## src/rtl/rrv64_l2_req_arb.sv

```systemverilog
// Purpose: round-robin arbiter sharing the L2 request channel between L1I, L1D, PTW and ACP, with burst lock and outstanding limit.
// Latency: a beat accepted in cycle t is presented on l2_* in cycle t+1 through a one-entry output register.
// Backpressure: readies drop to zero while the output register is full and stalled, or when the outstanding limit is reached in IDLE.
module rrv64_l2_req_arb #(
    parameter int N_REQ     = 4,
    parameter int PLD_W     = 128,
    parameter int ID_W      = $clog2(N_REQ),
    parameter int MAX_OUTST = 8,
    parameter int CNT_W     = $clog2(MAX_OUTST + 1)
) (
    input  logic                   clk,
    input  logic                   rst_n,
    input  logic [N_REQ-1:0]       req_valid_i,
    output logic [N_REQ-1:0]       req_ready_o,
    input  logic [N_REQ*PLD_W-1:0] req_pld_i,
    input  logic [N_REQ-1:0]       req_last_i,
    output logic                   l2_valid_o,
    input  logic                   l2_ready_i,
    output logic [PLD_W-1:0]       l2_pld_o,
    output logic [ID_W-1:0]        l2_src_o,
    output logic                   l2_last_o,
    input  logic                   rsp_done_i,
    output logic [CNT_W-1:0]       outst_cnt_o,
    output logic                   busy_o
);

    localparam logic [0:0]       S_IDLE  = 1'b0;
    localparam logic [0:0]       S_LOCK  = 1'b1;
    localparam logic [N_REQ-1:0] ONE_HOT = {{(N_REQ-1){1'b0}}, 1'b1};

    logic [0:0]       state_q, state_d;
    logic [ID_W-1:0]  lk_q, lk_d;
    logic [ID_W-1:0]  rr_q, rr_d;
    logic [CNT_W-1:0] cnt_q, cnt_d;
    logic             vld_q, vld_d;
    logic [PLD_W-1:0] pld_q, pld_d;
    logic [ID_W-1:0]  src_q, src_d;
    logic             last_q, last_d;

    logic             win_found;
    logic [ID_W-1:0]  win_idx;
    logic [ID_W-1:0]  cand_idx;
    logic             slot_free;
    logic             gnt_en;
    logic [ID_W-1:0]  gnt_idx;
    logic             accept;
    logic             idle_acc;
    logic             dec;

    // Round-robin search starting one past the last IDLE winner, wrapping modulo N_REQ.
    always_comb begin
        win_found = 1'b0;
        win_idx   = '0;
        cand_idx  = '0;
        for (int i = 1; i <= N_REQ; i++) begin
            cand_idx = ID_W'((int'(rr_q) + i) % N_REQ);
            if (!win_found && req_valid_i[cand_idx]) begin
                win_found = 1'b1;
                win_idx   = cand_idx;
            end
        end
    end

    // Grant: the locked owner while a burst is open, otherwise the round-robin winner
    // gated by the registered outstanding count (a same-cycle rsp_done does not help).
    always_comb begin
        slot_free   = !vld_q || l2_ready_i;
        gnt_idx     = (state_q == S_LOCK) ? lk_q : win_idx;
        gnt_en      = (state_q == S_LOCK) ? slot_free
                                          : (win_found && (cnt_q < CNT_W'(MAX_OUTST)) && slot_free);
        req_ready_o = gnt_en ? (ONE_HOT << gnt_idx) : '0;
        accept      = gnt_en && req_valid_i[gnt_idx];
        idle_acc    = accept && (state_q == S_IDLE);
        dec         = rsp_done_i && (cnt_q != '0);
    end

    // Next-state for FSM, pointers, counter and output register.
    always_comb begin
        state_d = state_q;
        lk_d    = lk_q;
        rr_d    = rr_q;
        cnt_d   = cnt_q;
        vld_d   = vld_q;
        pld_d   = pld_q;
        src_d   = src_q;
        last_d  = last_q;
        if (accept) begin
            vld_d  = 1'b1;
            pld_d  = req_pld_i[gnt_idx*PLD_W +: PLD_W];
            src_d  = gnt_idx;
            last_d = req_last_i[gnt_idx];
            if (state_q == S_IDLE) begin
                rr_d = gnt_idx;
                if (!req_last_i[gnt_idx]) begin
                    state_d = S_LOCK;
                    lk_d    = gnt_idx;
                end
            end else if (req_last_i[gnt_idx]) begin
                state_d = S_IDLE;
            end
        end else if (l2_ready_i) begin
            vld_d = 1'b0;
        end
        if (idle_acc && !dec) begin
            cnt_d = cnt_q + CNT_W'(1);
        end else if (!idle_acc && dec) begin
            cnt_d = cnt_q - CNT_W'(1);
        end
    end

    // Arbitration state: FSM, lock owner, round-robin pointer and outstanding count.
    always_ff @(posedge clk or negedge rst_n) begin
        if (!rst_n) begin
            state_q <= S_IDLE;
            lk_q    <= '0;
            rr_q    <= ID_W'(N_REQ - 1);
            cnt_q   <= '0;
        end else begin
            state_q <= state_d;
            lk_q    <= lk_d;
            rr_q    <= rr_d;
            cnt_q   <= cnt_d;
        end
    end

    // One-entry output register toward L2.
    always_ff @(posedge clk or negedge rst_n) begin
        if (!rst_n) begin
            vld_q  <= 1'b0;
            pld_q  <= '0;
            src_q  <= '0;
            last_q <= 1'b0;
        end else begin
            vld_q  <= vld_d;
            pld_q  <= pld_d;
            src_q  <= src_d;
            last_q <= last_d;
        end
    end

    assign l2_valid_o  = vld_q;
    assign l2_pld_o    = pld_q;
    assign l2_src_o    = src_q;
    assign l2_last_o   = last_q;
    assign outst_cnt_o = cnt_q;
    assign busy_o      = (state_q == S_LOCK) || vld_q || (cnt_q != '0);

endmodule

```

## config.mk

```make
export PLATFORM = sky130hd
export DESIGN_NAME = rrv64_l2_req_arb
export DESIGN_NICKNAME = d
export VERILOG_FILES = /design/src/rtl/rrv64_l2_req_arb.sv
export SDC_FILE = /design/constraint.sdc
export NUM_CORES = 1
export LEC_CHECK = 0
export ABC_AREA = 1
export BUFFER_PORTS_ARGS = -buffer_cell sky130_fd_sc_hd__buf_2
export CORE_AREA = 2 2 261 263
export DETAILED_ROUTE_END_ITERATION = 12
export DIE_AREA = 0 0 263 265
export GPL_TIMING_DRIVEN = 1
export PLACE_DENSITY = 0.45
export SLEW_MARGIN = 20
export SYNTH_ARGS = -nofsm -noshare
export SYNTH_HDL_FRONTEND = slang
export SYNTH_SLANG_ARGS = --single-unit
```

## constraint.sdc

```tcl
create_clock -name clk -period 3.51 [get_ports clk]
set_clock_uncertainty 0.15 [all_clocks]
set_input_delay 0.702 -clock clk [delete_from_list [all_inputs] [get_ports clk]]
set_output_delay 0.702 -clock clk [all_outputs]
set_load 0.05 [all_outputs]
```

==> impl_metrics.tcl, run 1 <==
set metrics [dict create \
    worstMarginPinSlew_ps 766 \
    rsz0062_at_grt "yes" \
    tritoncts "built" \
    layout_setup_ws_ps 138 \
    cts_max_level 4 \
    syn2layout_area_growth_pct 46.9 \
    synth-seq-cells 141 \
    drt_iter0_markers 668 \
    grt_use_met3_pct 4.03 \
    yosysUniqueCellTypes 30 \
    yosysWarnings 0 \
    cts_buffers 17 \
    maxCapViolations 0 \
    synth.avg_cell_area_sq_um 5.51 \
    io_buffers 664 \
    gr-usage-all-layers_pct 15.6 \
    core_area_sq_um 66800 \
    ys_seq_area_share_pct 33.0 \
    num_rows 95 \
    die_x_um 263 \
    crit_required_ps 2660 \
    dpl_worst_slack_ps 271 \
    max_slew_margin_pct 48.9 \
    routedWlPerCell_um 16.1 \
    hp-class "input pin to asynchronous set/reset pin" \
    gp_congestion 0.841 \
    setup_viol 0 \
    clock_sinks 141 \
    grt_max_degree 94 \
    crit_path_start_kind "flip-flop" \
    fin_crit_sh_pct 96.1 \
    syn_nets 2470 \
    fmax_ghz 0.297 \
    clkLatencyLatePin_ps 460 \
    ant_nets 0 \
    start_util_pct 16.0 \
    cts_root_buf "clkbuf_16" \
    min_period_ps 3370 \
    vias 13599 \
    dp_hpwl_um 43300 \
    top_usage_layer "met2" \
    grt-ovfl-total 0 \
    grt_pass1_wl_um 82200 \
    pin_count 665 \
    path_class "flip-flop to output pin" \
    drc 0 \
    via_per_inst 3.94 \
    path_max_fanout 27 \
    utilization_pct 23.5 \
    drv_slew 0 \
    drive_above_1_share_pct 30.1 \
    fp.dieH_um 265 \
    cts_buffer_depth 2 \
    met1_usage_pct 18.6 \
    crit_path_end_kind "output pin" \
    hold_violations 0 \
    synth_area_sq_um 10700 \
    wl_um 55400 \
    cts_hold_buf 0 \
    antenna_found_initial 23 \
    status "finished clean" \
    grt_pass1_vias 13269 \
    first_pass_iters 6 \
    layout.nets 3085 \
    grt_util_met2_pct 26.7 \
    clk_pin_slew_ps 70 \
    postSynthCellCount 1942 \
    fp.dieArea_sq_um 69700 \
    cp.arrival_ps 2520 \
]
==> sequential cells by signal, indices dropped and copies added, names as in the netlist <==
| signal | cells |
|---|---|
| l2_valid_o | 1 |
| state_q | 1 |
| l2_pld_o | 128 |
| lk_q | 2 |
| outst_cnt_o | 4 |
| rr_q | 2 |
| l2_src_o | 2 |
| l2_last_o | 1 |
==> cell usage in the layout (no fill, tap or decap), drive strengths merged <==
master    count
diode         6
o21ai         4
a21o          1
nor2          7
dfstp         2
clkinvlp      4
clkinv        5
inv          21
or2           2
nand2      1614
bufinv        2
nand3        19
nor4          1
xnor2         2
fa            1
xor2          1
a21oi         4
nand4         3
dfrtp       139
ha            3
buf         711
clkbuf       18
nor3          5
==> layout make-up <==
type	instances	area [sq um]
fillers	7862	51100
diodes	6	15.0
flip-flops and latches	141	3530
multi-input cells	1667	6500
clock buffers	18	439
inverters	19	86.3
clock inverters	13	140
repair buffers	711	3900
well taps	873	1090
==> critical path, cell delays in order, from the launching register on <==
cell and delay [ps]:
dfstp_2 580, buf_12 120, nand2_1 50, nand2_1 110
nand2_2 80, nand2_2 100, inv_2 30, nand2_1 80
nor2_1 50, nand2_2 70, nand3_4 120, nand2_8 150
inv_8 110, nor3_1 170, buf_4 230
==> path summary, 6_finish.rpt <==
kind	start	endpoint	slack (ps)	cells after the start
max	rr_q[0]	req_ready_o[0]	140	14
max in group asynchronous	rst_n	rr_q[0]	2370	2
min reg2reg	l2_pld_o[72]	l2_pld_o[72]	310	2
min	rst_n	l2_pld_o[123]	80	1
min in group clk	l2_ready_i	l2_valid_o	290	2
max reg2reg	rr_q[0]	outst_cnt_o[3]	560	16
==> through the flow <==
step / instances / area [sq um] / hold slack (ps) / setup TNS (ps)
floorplan: 1942 / 10700 / 256 / -615
global placement: 3397 / 15000 / 298 / 0
detailed placement: 3397 / 15000 / 303 / 0
CTS: 3433 / 15600 / 67.6 / 0
global route: 3448 / 15700 / 104 / -38.8
finish: 3448 / 15700 / 84.0 / 0
==> synthesized netlist by cell type (all sizes together) <==
master  instances  area share (%)
clkbuf         33             1.2
clkinv          1           0.035
ha              3            0.35
nand2        1613              57
a21o            1           0.070
buf            83             4.9
nor4            1           0.059
nand4           3            0.18
o21ai           4            0.19
a21oi           4            0.19
dfrtp         139              33
xnor2           2            0.16
nor3            5            0.23
dfstp           2            0.49
nor2            7            0.39
or2             2            0.12
nand3          19             1.2
xor2            1           0.082
fa              1            0.19
inv            18            0.66
==> layer usage <==
layer,part of all wire [%],vias to the layer above,routed length [um]
li1,-,7014,-
met1,42,5974,23400
met2,48,524,26700
met3,6.6,75,3680
met4,2.7,12,1490
met5,0.10,-,57
==> cell families (layout without fill, tap and decap cells) <==
logic type,count (synthesis),after routing,share of synthesized area [%]
AOI/OAI and AO/OA,9,9,0.445
xor gates and xnor gates,3,3,0.246
DFF,141,141,33.0
buffers and inverters,135,761,6.76
and+or+nand+nor,1650,1651,59.0
other,0,6,0
adders and majority gates,4,4,0.538
==> timing repair <==
action,CTS,global route
gates cloned,1,0
setup endpoints to repair,2,3
hold endpoints to repair,0,0
buffers inserted,4,9
resized for setup,2,5
pin swaps,1,2
Power of run 1 is left out: the tool's default activity adds up to more than one toggle a clock period on the data nets, which glitch-free logic cannot reach.
==> inputs of run 2 (changes only) <==
--- a/config.mk
+++ b/config.mk
@@ -7,12 +7,12 @@
 export LEC_CHECK = 0
 export ABC_AREA = 1
 export BUFFER_PORTS_ARGS = -buffer_cell sky130_fd_sc_hd__buf_2
-export CORE_AREA = 2 2 261 263
+export CORE_AREA = 5 5 257 259
 export DETAILED_ROUTE_END_ITERATION = 12
-export DIE_AREA = 0 0 263 265
+export DIE_AREA = 0 0 262 264
 export GPL_TIMING_DRIVEN = 1
-export PLACE_DENSITY = 0.45
-export SLEW_MARGIN = 20
+export PLACE_DENSITY = 0.47
+export SETUP_SLACK_MARGIN = 0.02
 export SYNTH_ARGS = -nofsm -noshare
 export SYNTH_HDL_FRONTEND = slang
 export SYNTH_SLANG_ARGS = --single-unit
==> run 2 against run 1 <==
Compared with the run above: clock-buffer cell count grew 2; flip-flop and latch count unchanged; fmax up 2.5%; critical path depth down 4; final cell count down 0.87%; global-route usage hardly changed; via count fell by 0.66%; hold slack improved by 200 ps; sequential share of layout area grew 0.12 points; first-iteration DRC count decreased by 16%.
==> impl_metrics.tcl, run 2 (synthesized netlist as in run 1, its figures left out) <==
set metrics [dict create \
    status "finished clean" \
    dp_hpwl_um 45100 \
    via_per_inst 3.95 \
    die_x_um 262 \
    slowest_stage "dfstp_2" \
    routedWlPerCell_um 16.7 \
    worstMarginPinSlew_ps 548 \
    drive_above_1_share_pct 29.5 \
    clk_pin_slew_ps 60 \
    tritoncts "built" \
    crit_family "flip-flops" \
    final_area_sq_um 15600 \
    fp.dieH_um 264 \
    reg2reg_from "rr_q[1]" \
    cts_max_level 4 \
    io_buffers 664 \
    drt_iter0_markers 564 \
    fin_crit_sh_pct 93.7 \
    slowest_delay_ps 580 \
    cts_root_buf "clkbuf_16" \
    drc 0 \
    final_cell_mix "nand2_1 (1605), buf_2 (660), dfrtp_1 (139)" \
    utilization_pct 24.6 \
    fp.dieArea_sq_um 69200 \
    critPathLaunch "rr_q[0]" \
    cp_cell_sequence "buf_4 > nand2_1 > a21oi_1 > nor2_1 > nand3_2 > nand2_1 > a21oi_1 > inv_1 > nor3_2 > clkbuf_4" \
    start_util_pct 16.8 \
    cp.arrival_ps 2440 \
    crit_buf_inv 3 \
    grt_pass1_wl_um 81800 \
    ant_nets 0 \
    crit_end "req_ready_o[1]" \
    largest_register_ff_count 128 \
    final_common_cell "nand2_1" \
    drv_slew 0 \
    hold_violations 0 \
    min_period_ps 3290 \
    rsz0062_at_grt "no" \
    pin_count 665 \
    gr-usage-all-layers_pct 15.6 \
    path_class "flip-flop to output pin" \
    crit_path_start_kind "flip-flop" \
    grt-ovfl-total 0 \
    core_area_sq_um 63600 \
    num_rows 93 \
    setup_viol 0 \
    antenna_found_initial 27 \
    syn2layout_area_growth_pct 46.1 \
    cp.depth 10 \
    max_slew_margin_pct 63.5 \
    r2r_slack_ps 340 \
    wl_um 57200 \
    grt_pass1_vias 13129 \
    path_max_fanout 4 \
    cts_buffers 17 \
    cts_buffer_depth 2 \
    maxCapViolations 0 \
    crit_path_end_kind "output pin" \
    fmax_ghz 0.304 \
    vias 13509 \
    first_pass_iters 5 \
    r2r-end "l2_pld_o[117]" \
    clkLatencyLatePin_ps 460 \
    reg2regPathDepth 20 \
    grt_max_degree 106 \
    placedInstanceArea_sq_um 14900 \
    hp-class "input pin to flip-flop" \
    gp_congestion 0.832 \
    clock_sinks 141 \
    crit_required_ps 2660 \
    layout.nets 3072 \
]
==> run 2: per-stage QoR <==
stage          setup WS [ps]  instances  hold WS (ps)  TNS [ps]
6_report                 220       3418           289         0
3_5_place_dp             297       3372           303         0
3_3_place_gp             300       3372           298         0
4_1_cts                 47.5       3403           227         0
2_1_floorplan           -307       1942           256      -615
5_1_grt                 37.8       3414           269         0
==> run 2: routing by layer <==
| metal | part of all wire (%) | routed length [um] | vias to the layer above | global-route usage (%) |
|---|---|---|---|---|
| li1 | - | - | 6985 | - |
| met1 | 41 | 23300 | 5940 | 18.0 |
| met2 | 49 | 27900 | 489 | 27.5 |
| met3 | 8.0 | 4550 | 73 | 4.55 |
| met4 | 2.4 | 1350 | 22 | 5.07 |
| met5 | 0.24 | 137 | - | 0 |
==> run 2: how the worst min path moves through the flow <==
| stage | depth (start not counted) | slack (ps) | startpoint | end |
|---|---|---|---|---|
| after floorplan | 0 | 260 | rst_n | l2_last_o |
| after global placement | 2 | 300 | l2_pld_o[28] | l2_pld_o[28] |
| after detailed placement | 2 | 300 | l2_pld_o[48] | l2_pld_o[48] |
| after CTS | 2 | 230 | l2_ready_i | l2_valid_o |
| after global routing | 2 | 270 | l2_ready_i | l2_valid_o |
| final | 2 | 290 | l2_ready_i | l2_valid_o |
==> run 2: what timing repair did <==
action,CTS,global route
pin swaps,0,1
endpoints found under the setup margin,2,4
cloned,0,0
gates resized for setup,2,3
hold buffers,1,0
endpoints found under the hold margin,39,0
setup buffers,0,7
==> run 2: cell type report <==
class	count	area, sq um
flip-flops and latches	141	3530
fillers	7467	48000
clock inverters	10	166
well taps	855	1070
inverters	19	86.3
multi-input cells	1666	6490
clock buffers	20	447
diodes	8	20.0
repair buffers	699	3810
Power of run 2 is left out for the same reason.
==> inputs of run 3 (changes only) <==
--- a/config.mk
+++ b/config.mk
@@ -8,6 +8,7 @@
 export ABC_AREA = 1
 export BUFFER_PORTS_ARGS = -buffer_cell sky130_fd_sc_hd__buf_2
 export CORE_AREA = 5 5 257 259
+export CTS_BUF_LIST = sky130_fd_sc_hd__clkbuf_16
 export DETAILED_ROUTE_END_ITERATION = 12
 export DIE_AREA = 0 0 262 264
 export GPL_TIMING_DRIVEN = 1
==> run 3 against run 2 <==
Compared with the run above: utilization about the same; final cell count is the same; first-iteration DRC count stayed put; highest routed layer unchanged.
==> impl_metrics.tcl, run 3 (synthesized netlist as in run 1, its figures left out) <==
set metrics [dict create \
    status "finished clean" \
    fillers 7468 \
    num_rows 93 \
    syn2layout_area_growth_pct 46.0 \
    antenna_found_initial 27 \
    utilization_pct 24.5 \
    cts_root_buf "clkbuf_16" \
    hp-start "l2_ready_i" \
    path_max_fanout 4 \
    fp.dieArea_sq_um 69200 \
    hold_violations 0 \
    cts_buffers 17 \
    whs_path_depth 2 \
    grt_pass1_wl_um 81800 \
    slowest_delay_ps 580 \
    clock_sinks 141 \
    cts_buffer_depth 2 \
    area.sequential_sq_um 3530 \
    min_to "l2_valid_o" \
    core_area_sq_um 63600 \
    path_class "flip-flop to output pin" \
    io_buffers 664 \
    hp-class "input pin to flip-flop" \
    crit_required_ps 2660 \
    final_cell_mix "nand2_1 (1605), buf_2 (660), dfrtp_1 (139)" \
    drv_slew 0 \
    reg2reg_from "rr_q[1]" \
    fmax_ghz 0.304 \
    start_util_pct 16.8 \
    fp.dieH_um 264 \
    multi_input_area_sq_um 6490 \
    slowest_stage "dfstp_2" \
    reg2regPathDepth 20 \
    routedWlPerCell_um 16.7 \
    wl_um 57200 \
    maxCapViolations 0 \
    clkLatencyLatePin_ps 460 \
    gr-usage-all-layers_pct 15.6 \
    r2r-end "l2_pld_o[117]" \
    min_period_ps 3290 \
    grt_max_degree 106 \
    layout.nets 3072 \
    crit_buf_inv 3 \
    r2r_slack_ps 340 \
    cp_cell_sequence "buf_4 > nand2_1 > a21oi_1 > nor2_1 > nand3_2 > nand2_1 > a21oi_1 > inv_1 > nor3_2 > clkbuf_4" \
    rsz0062_at_grt "no" \
    fin_crit_sh_pct 93.7 \
    largest_register_ff_count 128 \
    pin_count 665 \
    final_common_cell "nand2_1" \
    dp_hpwl_um 45100 \
    crit_family "flip-flops" \
    gp_congestion 0.832 \
    clk_pin_slew_ps 60 \
    cts_max_level 4 \
    grt-ovfl-total 0 \
    vias 13514 \
    cp.arrival_ps 2440 \
    die_x_um 262 \
    worstMarginPinSlew_ps 548 \
    drt_iter0_markers 564 \
    drc 0 \
    crit_path_start_kind "flip-flop" \
    setup_viol 0 \
    grt_pass1_vias 13129 \
    drive_above_1_share_pct 29.5 \
    via_per_inst 3.95 \
    crit_path_end_kind "output pin" \
    ant_nets 0 \
    first_pass_iters 5 \
    tritoncts "built" \
    max_slew_margin_pct 63.5 \
]
[run 3: changes by cell type in the layout (fill, tap and decap cells not counted), sizes merged]
| cell | previous run | this run |
|---|---|---|
| clkbuf | 21 | 18 |
| inv | 18 | 20 |
| clkinv | 5 | 6 |
[run 3: final cells by class]
cell class | instances | share of cell area, %
clock buffers | 17 | 2.72
clock inverters | 13 | 1.14
multi-input cells | 1666 | 41.6
inverters | 19 | 0.553
repair buffers | 699 | 24.4
well taps | 855 | 6.85
flip-flops and latches | 141 | 22.6
diodes | 8 | 0.128
[run 3: worst max-delay path by stage]
stage | slack [ps] | cells past startpoint | end | from
after detailed placement | 300 | 17 | l2_valid_o | req_valid_i[3]
after global placement | 300 | 20 | l2_pld_o[2] | req_valid_i[2]
after global routing | 40 | 13 | req_ready_o[1] | rr_q[0]
final | 220 | 10 | req_ready_o[1] | rr_q[0]
after CTS | 50 | 13 | req_ready_o[0] | rr_q[0]
after floorplan | -310 | 14 | req_ready_o[0] | req_valid_i[3]
[run 3: through the flow]
step / cells / hold WS, ps / setup slack, ps / cell area [sq um] / TNS [ps]
after detailed placement: 3372 / 303 / 297 / 14900 / 0
after global routing: 3414 / 269 / 39.0 / 15600 / 0
after global placement: 3372 / 298 / 300 / 14900 / 0
after floorplan: 1942 / 256 / -307 / 10700 / -615
after CTS: 3403 / 227 / 48.5 / 15500 / 0
final: 3418 / 289 / 221 / 15600 / 0
[run 3: repair_timing]
action                                  4_1_cts  5_1_grt
hold buffers                                  1        0
endpoints found under the setup margin        2        4
endpoints found under the hold margin        39        0
pin swaps                                     0        1
cloned                                        0        0
buffers inserted                              0        7
resized for setup                             2        3
[run 3: routing by layer]
metal / vias up / GRT usage, % / routed length [um]
met2: 491 / 27.5 / 27900
met3: 73 / 4.55 / 4570
met5: - / 0 / 137
met1: 5943 / 18.0 / 23200
li1: 6985 / - / -
met4: 22 / 5.07 / 1350
Power of run 3 is left out for the same reason.
